`config.mk`:
```
export PLATFORM = sky130hd
export DESIGN_NAME = cp_metric_sched_flat
export DESIGN_NICKNAME = d
export VERILOG_FILES = /design/src/rtl/cp_metric_sched_if.sv /design/src/rtl/cp_metric_sched.sv /design/src/flat_wrapper.sv
export SDC_FILE = /design/constraint.sdc
export NUM_CORES = 1
export LEC_CHECK = 0
export CORE_MARGIN = 1.5
export CORE_UTILIZATION = 25
export DETAILED_ROUTE_END_ITERATION = 8
export HOLD_SLACK_MARGIN = 0.1
export RECOVER_POWER = 50
export SKIP_LAST_GASP = 1
export SLEW_MARGIN = 20
export SYNTH_ARGS = -nofsm -noshare
export SYNTH_HDL_FRONTEND = slang
export SYNTH_SLANG_ARGS = --single-unit
```
`constraint.sdc`:
```
create_clock -name clk -period 3 [get_ports clk]
set_input_delay 0.9 -clock clk [delete_from_list [all_inputs] [get_ports clk]]
set_output_delay 0.9 -clock clk [all_outputs]
set_load 0.005 [all_outputs]
```
`src/rtl/cp_metric_sched_if.sv`:
```
// cp_metric_sched_if
//   Bundles the control, sample-stream and result signals of the CP-metric
//   scheduler so they travel as one port.
//   master : host / sync FSM side (drives start, abort, num_sym and the
//            sample stream; observes clear, status and peak results)
//   slave  : scheduler side (the reverse)
//   Signals:
//     start, abort, num_sym[7:0]        run control
//     sample_valid, metric_in[METRIC_W] sample stream and datapath metric
//     dp_clr                            synchronous clear to the datapath
//     busy, done, err, sym_count[7:0]   status
//     peak_idx[IDX_W], peak_val[METRIC_W] per-symbol search result
interface cp_metric_sched_if #(
  parameter int METRIC_W = 16,
  parameter int IDX_W    = 7
);
  logic                       start;
  logic                       abort;
  logic [7:0]                 num_sym;
  logic                       sample_valid;
  logic signed [METRIC_W-1:0] metric_in;
  logic                       dp_clr;
  logic                       busy;
  logic                       done;
  logic [IDX_W-1:0]           peak_idx;
  logic signed [METRIC_W-1:0] peak_val;
  logic [7:0]                 sym_count;
  logic                       err;

  modport master (
    output start, abort, num_sym, sample_valid, metric_in,
    input  dp_clr, busy, done, peak_idx, peak_val, sym_count, err
  );

  modport slave (
    input  start, abort, num_sym, sample_valid, metric_in,
    output dp_clr, busy, done, peak_idx, peak_val, sym_count, err
  );
endinterface

```
`src/rtl/cp_metric_sched.sv`:
```
// cp_metric_sched
//   Sequences the CP-correlation metric datapath. On start it clears the
//   datapath for one cycle, waits out pipeline latency plus window fill,
//   then runs an argmax search over each SYM_LEN-sample span of the metric
//   stream and reports peak index/value once per symbol.
//   Ports:
//     clk  : clock
//     rst  : asynchronous active-high reset
//     bus  : cp_metric_sched_if.slave (run control, sample stream,
//            datapath clear, status and peak results)
//   All outputs are registered.
module cp_metric_sched #(
  parameter int L_WIN    = 16,
  parameter int PIPE_LAT = 7,
  parameter int SYM_LEN  = 80,
  parameter int METRIC_W = 16,
  parameter int IDX_W    = 7
) (
  input  logic               clk,
  input  logic               rst,
  cp_metric_sched_if.slave   bus
);

  // Number of valid samples needed before the first metric of a full window
  // appears at the datapath output.
  localparam int FILL_LEN = PIPE_LAT + L_WIN - 1;
  localparam int FILL_W   = (FILL_LEN > 1) ? $clog2(FILL_LEN) : 1;

  typedef enum logic [1:0] {
    S_IDLE,
    S_CLR,
    S_FILL,
    S_SEARCH
  } state_t;

  state_t                     state_q, state_d;
  logic [FILL_W-1:0]          fill_cnt_q, fill_cnt_d;
  logic [IDX_W-1:0]           j_q, j_d;
  logic signed [METRIC_W-1:0] best_val_q, best_val_d;
  logic [IDX_W-1:0]           best_idx_q, best_idx_d;
  logic signed [METRIC_W-1:0] peak_val_q, peak_val_d;
  logic [IDX_W-1:0]           peak_idx_q, peak_idx_d;
  logic [7:0]                 sym_count_q, sym_count_d;
  logic                       err_q, err_d;
  logic                       done_q, done_d;
  logic                       dp_clr_q, dp_clr_d;
  logic                       busy_q, busy_d;

  // The first sample of a span always seeds the best; later samples win
  // only on a strictly greater value so ties keep the earliest index.
  logic       take_new;
  logic [7:0] sym_count_inc;

  assign take_new      = (j_q == '0) || (bus.metric_in > best_val_q);
  assign sym_count_inc = (sym_count_q == 8'hFF) ? 8'hFF : sym_count_q + 8'd1;

  always_comb begin
    state_d     = state_q;
    fill_cnt_d  = fill_cnt_q;
    j_d         = j_q;
    best_val_d  = best_val_q;
    best_idx_d  = best_idx_q;
    peak_val_d  = peak_val_q;
    peak_idx_d  = peak_idx_q;
    sym_count_d = sym_count_q;
    err_d       = err_q;
    done_d      = 1'b0;

    if (bus.abort) begin
      // Abort overrides every other transition, including a completing
      // symbol: results and counters are simply held.
      state_d = S_IDLE;
    end else begin
      case (state_q)
        S_IDLE: begin
          if (bus.start) begin
            state_d     = S_CLR;
            err_d       = 1'b0;
            sym_count_d = 8'd0;
          end
        end

        S_CLR: begin
          // The sample presented during the clear cycle is discarded.
          state_d    = S_FILL;
          fill_cnt_d = '0;
        end

        S_FILL: begin
          if (!bus.sample_valid) begin
            err_d   = 1'b1;
            state_d = S_CLR;
          end else if (fill_cnt_q == FILL_W'(FILL_LEN - 1)) begin
            state_d = S_SEARCH;
            j_d     = '0;
          end else begin
            fill_cnt_d = fill_cnt_q + 1'b1;
          end
        end

        S_SEARCH: begin
          if (!bus.sample_valid) begin
            // A gap invalidates the window contents; the partial symbol is
            // dropped and the datapath is refilled from scratch.
            err_d   = 1'b1;
            state_d = S_CLR;
          end else begin
            if (take_new) begin
              best_val_d = bus.metric_in;
              best_idx_d = j_q;
            end
            if (j_q == IDX_W'(SYM_LEN - 1)) begin
              // Final result must include the last sample of the span, so
              // it is taken from the same selection as best_*_d.
              j_d         = '0;
              done_d      = 1'b1;
              peak_val_d  = take_new ? bus.metric_in : best_val_q;
              peak_idx_d  = take_new ? j_q : best_idx_q;
              sym_count_d = sym_count_inc;
              if ((bus.num_sym != 8'd0) && (sym_count_inc == bus.num_sym)) begin
                state_d = S_IDLE;
              end
            end else begin
              j_d = j_q + 1'b1;
            end
          end
        end

        default: state_d = S_IDLE;
      endcase
    end

    // Moore outputs registered from the next state so they line up with it.
    dp_clr_d = (state_d == S_CLR);
    busy_d   = (state_d != S_IDLE);
  end

  always_ff @(posedge clk or posedge rst) begin
    if (rst) begin
      state_q     <= S_IDLE;
      fill_cnt_q  <= '0;
      j_q         <= '0;
      best_val_q  <= '0;
      best_idx_q  <= '0;
      peak_val_q  <= '0;
      peak_idx_q  <= '0;
      sym_count_q <= 8'd0;
      err_q       <= 1'b0;
      done_q      <= 1'b0;
      dp_clr_q    <= 1'b0;
      busy_q      <= 1'b0;
    end else begin
      state_q     <= state_d;
      fill_cnt_q  <= fill_cnt_d;
      j_q         <= j_d;
      best_val_q  <= best_val_d;
      best_idx_q  <= best_idx_d;
      peak_val_q  <= peak_val_d;
      peak_idx_q  <= peak_idx_d;
      sym_count_q <= sym_count_d;
      err_q       <= err_d;
      done_q      <= done_d;
      dp_clr_q    <= dp_clr_d;
      busy_q      <= busy_d;
    end
  end

  assign bus.dp_clr    = dp_clr_q;
  assign bus.busy      = busy_q;
  assign bus.done      = done_q;
  assign bus.peak_idx  = peak_idx_q;
  assign bus.peak_val  = peak_val_q;
  assign bus.sym_count = sym_count_q;
  assign bus.err       = err_q;

endmodule

```
`src/flat_wrapper.sv`:
```
// flat-port wrapper written by rule: the top's interface ports become plain ports
module cp_metric_sched_flat 
#(
  parameter int L_WIN    = 16,
  parameter int PIPE_LAT = 7,
  parameter int SYM_LEN  = 80,
  parameter int METRIC_W = 16,
  parameter int IDX_W    = 7
)
  (clk, rst, bus_start, bus_abort, bus_num_sym, bus_sample_valid, bus_metric_in, bus_dp_clr, bus_busy, bus_done, bus_peak_idx, bus_peak_val, bus_sym_count, bus_err);
  cp_metric_sched_if #(.METRIC_W(METRIC_W), .IDX_W(IDX_W)) bus_i ();
  input  logic clk;
  input  logic rst;
  input wire logic [$bits(bus_i.start)-1:0] bus_start;
  input wire logic [$bits(bus_i.abort)-1:0] bus_abort;
  input wire logic [$bits(bus_i.num_sym)-1:0] bus_num_sym;
  input wire logic [$bits(bus_i.sample_valid)-1:0] bus_sample_valid;
  input wire logic [$bits(bus_i.metric_in)-1:0] bus_metric_in;
  output wire logic [$bits(bus_i.dp_clr)-1:0] bus_dp_clr;
  output wire logic [$bits(bus_i.busy)-1:0] bus_busy;
  output wire logic [$bits(bus_i.done)-1:0] bus_done;
  output wire logic [$bits(bus_i.peak_idx)-1:0] bus_peak_idx;
  output wire logic [$bits(bus_i.peak_val)-1:0] bus_peak_val;
  output wire logic [$bits(bus_i.sym_count)-1:0] bus_sym_count;
  output wire logic [$bits(bus_i.err)-1:0] bus_err;
  assign bus_i.start = bus_start;
  assign bus_i.abort = bus_abort;
  assign bus_i.num_sym = bus_num_sym;
  assign bus_i.sample_valid = bus_sample_valid;
  assign bus_i.metric_in = bus_metric_in;
  assign bus_dp_clr = bus_i.dp_clr;
  assign bus_busy = bus_i.busy;
  assign bus_done = bus_i.done;
  assign bus_peak_idx = bus_i.peak_idx;
  assign bus_peak_val = bus_i.peak_val;
  assign bus_sym_count = bus_i.sym_count;
  assign bus_err = bus_i.err;
  cp_metric_sched #(.L_WIN(L_WIN), .PIPE_LAT(PIPE_LAT), .SYM_LEN(SYM_LEN), .METRIC_W(METRIC_W), .IDX_W(IDX_W)) u_core (.clk(clk), .rst(rst), .bus(bus_i));
endmodule
```
==> out/results.tsv <==
metric	value	unit
status	finished clean	
area_growth	32.9	%
worst_slew_pin_slew	0.910	ns
wl	11100	um
fin_hold_ws	0.493	ns
antenna_found_initial	0	
synth-xor-area-share	0.0187	
synthCells	452	
place_congestion	0.847	
report.power.total	2810	uW
finalCritPeriodShare	0.964	
grt_pass1_wl	18500	um
synth_ff_type	dfrtp_1	
start_util	0.255	
hold_buffers	0	
final_util	0.339	
die_w	133	um
dr.pass1.iters	4	
worst_slack	0.108	ns
wl_per_cell	14.8	um
first_global_vias	3647	
synthSimpleGateAreaFrac	0.161	
max_clock_freq	346	MHz
final_cell_mix	dfrtp_1, nor2_1, o21ai_0	
critPathBufInv	3	
maxCapViolCount	0	
finalHoldViolCount	0	
drc	0	
clk_pin_slew	0.05	ns
clk_latency	0.33	ns
yosysSeqAreaShare	0.428	
fillers	1641	
die_h	133	um
syn_nets	502	
clockBufferDepth	2	
peakVddDrop	0.000290	V
synth-edff-count	0	
register_area	1800	um2
gr-usage-all-layers	0.131	
syn-mean-instance-area	9.31	um2
min-delay-path-class	register to register	
coreArea	16500	um2
reg2reg_depth	10	
yosys_warnings	0	
ys_top_cells_by_area	dfrtp_1, ha_1, o21ai_0	
io_buffers	63	
ys_ff_latch	72	
p_per_area	502	nW/um2
root_buffer	clkbuf_16	
synth_top_family_by_area	compound AO/OA/AOI/OAI gates	
antenna_cells	0	
htreeDepth	3	
clock_skew	0.00740	ns
via_per_inst	4.83	
synthAdderAreaFrac	0.0624	
drive_above_1_share	0.142	
cp_data_arrival_time	3.10	ns
critPathKind	input port to register	
post-place-ws	-0.418	ns
period_needed	2.89	ns
rows	47	
multi_input_area	2280	um2
drt_iter0_drc	278	
syn-cell-area	4210	um2
muxShareOfSynthArea	0.0728	
leakage	0.00241	uW
critPathSlowestCell	or4_4	
overflow	0	
slowest_delay	0.60	ns
dieArea	17600	um2
cts_tree	built	
drv_slew	0	
path_max_fanout	10	
hpwl	8010	um
via_count	3614	
async_reset_ff_frac	1.00	
synth_top_area_frac	0.428	
cts_buffers	9	
tns	0	ns
synth_compound_area_frac	0.202	
rsz0062_at_grt	false	
cp.required	3.21	ns
crit_cells	10	
layout_commonest_cell	dfrtp_1	
min_path_cells	1	
critPathTopFamily	simple AND/OR/NAND/NOR gates	
worstSetupStartpointType	input port	
setup_viol	0	
cp-end-kind	register	
relSlewSlack	0.392	
grt_start_max_net_pins	28	
yosys.area.top_type	dfrtp_1	
ios	64	
clock-sinks	72	
drtAntennaViolNets	0	
nNetsFinal	573	
synth_cell_types	59	
cp_cell_sequence	dlygate4sd2_1, ha_4, nand4_4, or4_4, o21ai_2, a211o_1, buf_4, buf_6, nand2_1, a32o_1	
[what timing repair did]
action | 4_1_cts | 5_1_grt
setup endpoints to repair | 42 | 45
cloned | 1 | 0
setup buffers | 1 | 0
pin swaps | 8 | 2
endpoints found under the hold margin | 0 | 0
gates resized for setup | 18 | 3
[logic make-up (layout without fill, tap and decap cells)]
family | Yosys count | count (layout)
mux | 24 | 24
flops | 72 | 72
buf+inv | 53 | 129
fa+ha+maj | 21 | 21
compound gates | 134 | 134
simple gates | 139 | 139
xor+xnor | 9 | 9
[per-layer routing]
layer | global-route usage | routed length (um)
met1 | 0.170 | 5350
met5 | 0 | 0
met2 | 0.211 | 5160
met3 | 0.0272 | 387
met4 | 0.0549 | 205
[registers in the layout, indices dropped and copies added, names as in the netlist]
name and cells:
u_core.best_val_q 16, u_core.bus.peak_val 16, u_core.bus.sym_count 8, u_core.best_idx_q 7, u_core.bus.peak_idx 7, u_core.j_q 7
u_core.fill_cnt_q 5, u_core.state_q 2, u_core.bus.busy 1, u_core.bus.done 1, u_core.bus.dp_clr 1, u_core.bus.err 1
[power breakdown]
group / internal (uW) / switching (uW)
clock: 687 / 398
sequential: 1040 / 64.6
combinational: 272 / 349
total: 1990 / 812
[synthesized netlist by cell type (5+ instances only)]
library cell,number
a21oi_1,37
a31oi_1,25
and3_1,6
buf_2,9
clkbuf_1,14
dfrtp_1,72
ha_1,21
inv_1,26
mux2_2,9
mux2_4,10
nand2_1,35
nand3_1,17
nand4_1,6
nor2_1,43
nor2b_1,5
nor3_1,7
o21ai_0,40
xnor2_1,6
[final timing paths]
check	startpoint	endpoint	slack [ns]
max	bus_metric_in[15]	u_core.best_idx_q[5]$_DFFE_PP0P_	0.11
min	u_core.best_idx_q[2]$_DFFE_PP0P_	u_core.best_idx_q[2]$_DFFE_PP0P_	0.49
max reg2reg	u_core.best_val_q[15]$_DFFE_PP0P_	u_core.best_idx_q[5]$_DFFE_PP0P_	0.52
min reg2reg	u_core.best_idx_q[2]$_DFFE_PP0P_	u_core.best_idx_q[2]$_DFFE_PP0P_	0.49
max in group asynchronous	rst	u_core.bus.peak_val[1]$_DFFE_PP0P_	0.58
min in group asynchronous	rst	u_core.bus.sym_count[6]$_DFFE_PP0P_	1.22
[per-stage QoR]
| stage | instance area [um2] | cells |
|---|---|---|
| finish | 5590 | 748 |
| global route | 5590 | 748 |
| CTS | 5620 | 748 |
| detailed placement | 5270 | 730 |
| global placement | 5270 | 730 |
| floorplan | 4300 | 452 |
[cell type report]
class / count / share of cell area
inverter: 27 / 0.0181
tap: 220 / 0.0492
clock inverter: 3 / 0.00716
clock buffer: 13 / 0.0465
sequential: 72 / 0.322
multi-input combinational: 327 / 0.408
timing repair buffer: 86 / 0.149
No activity file was read; power rests on OpenSTA's default activity.
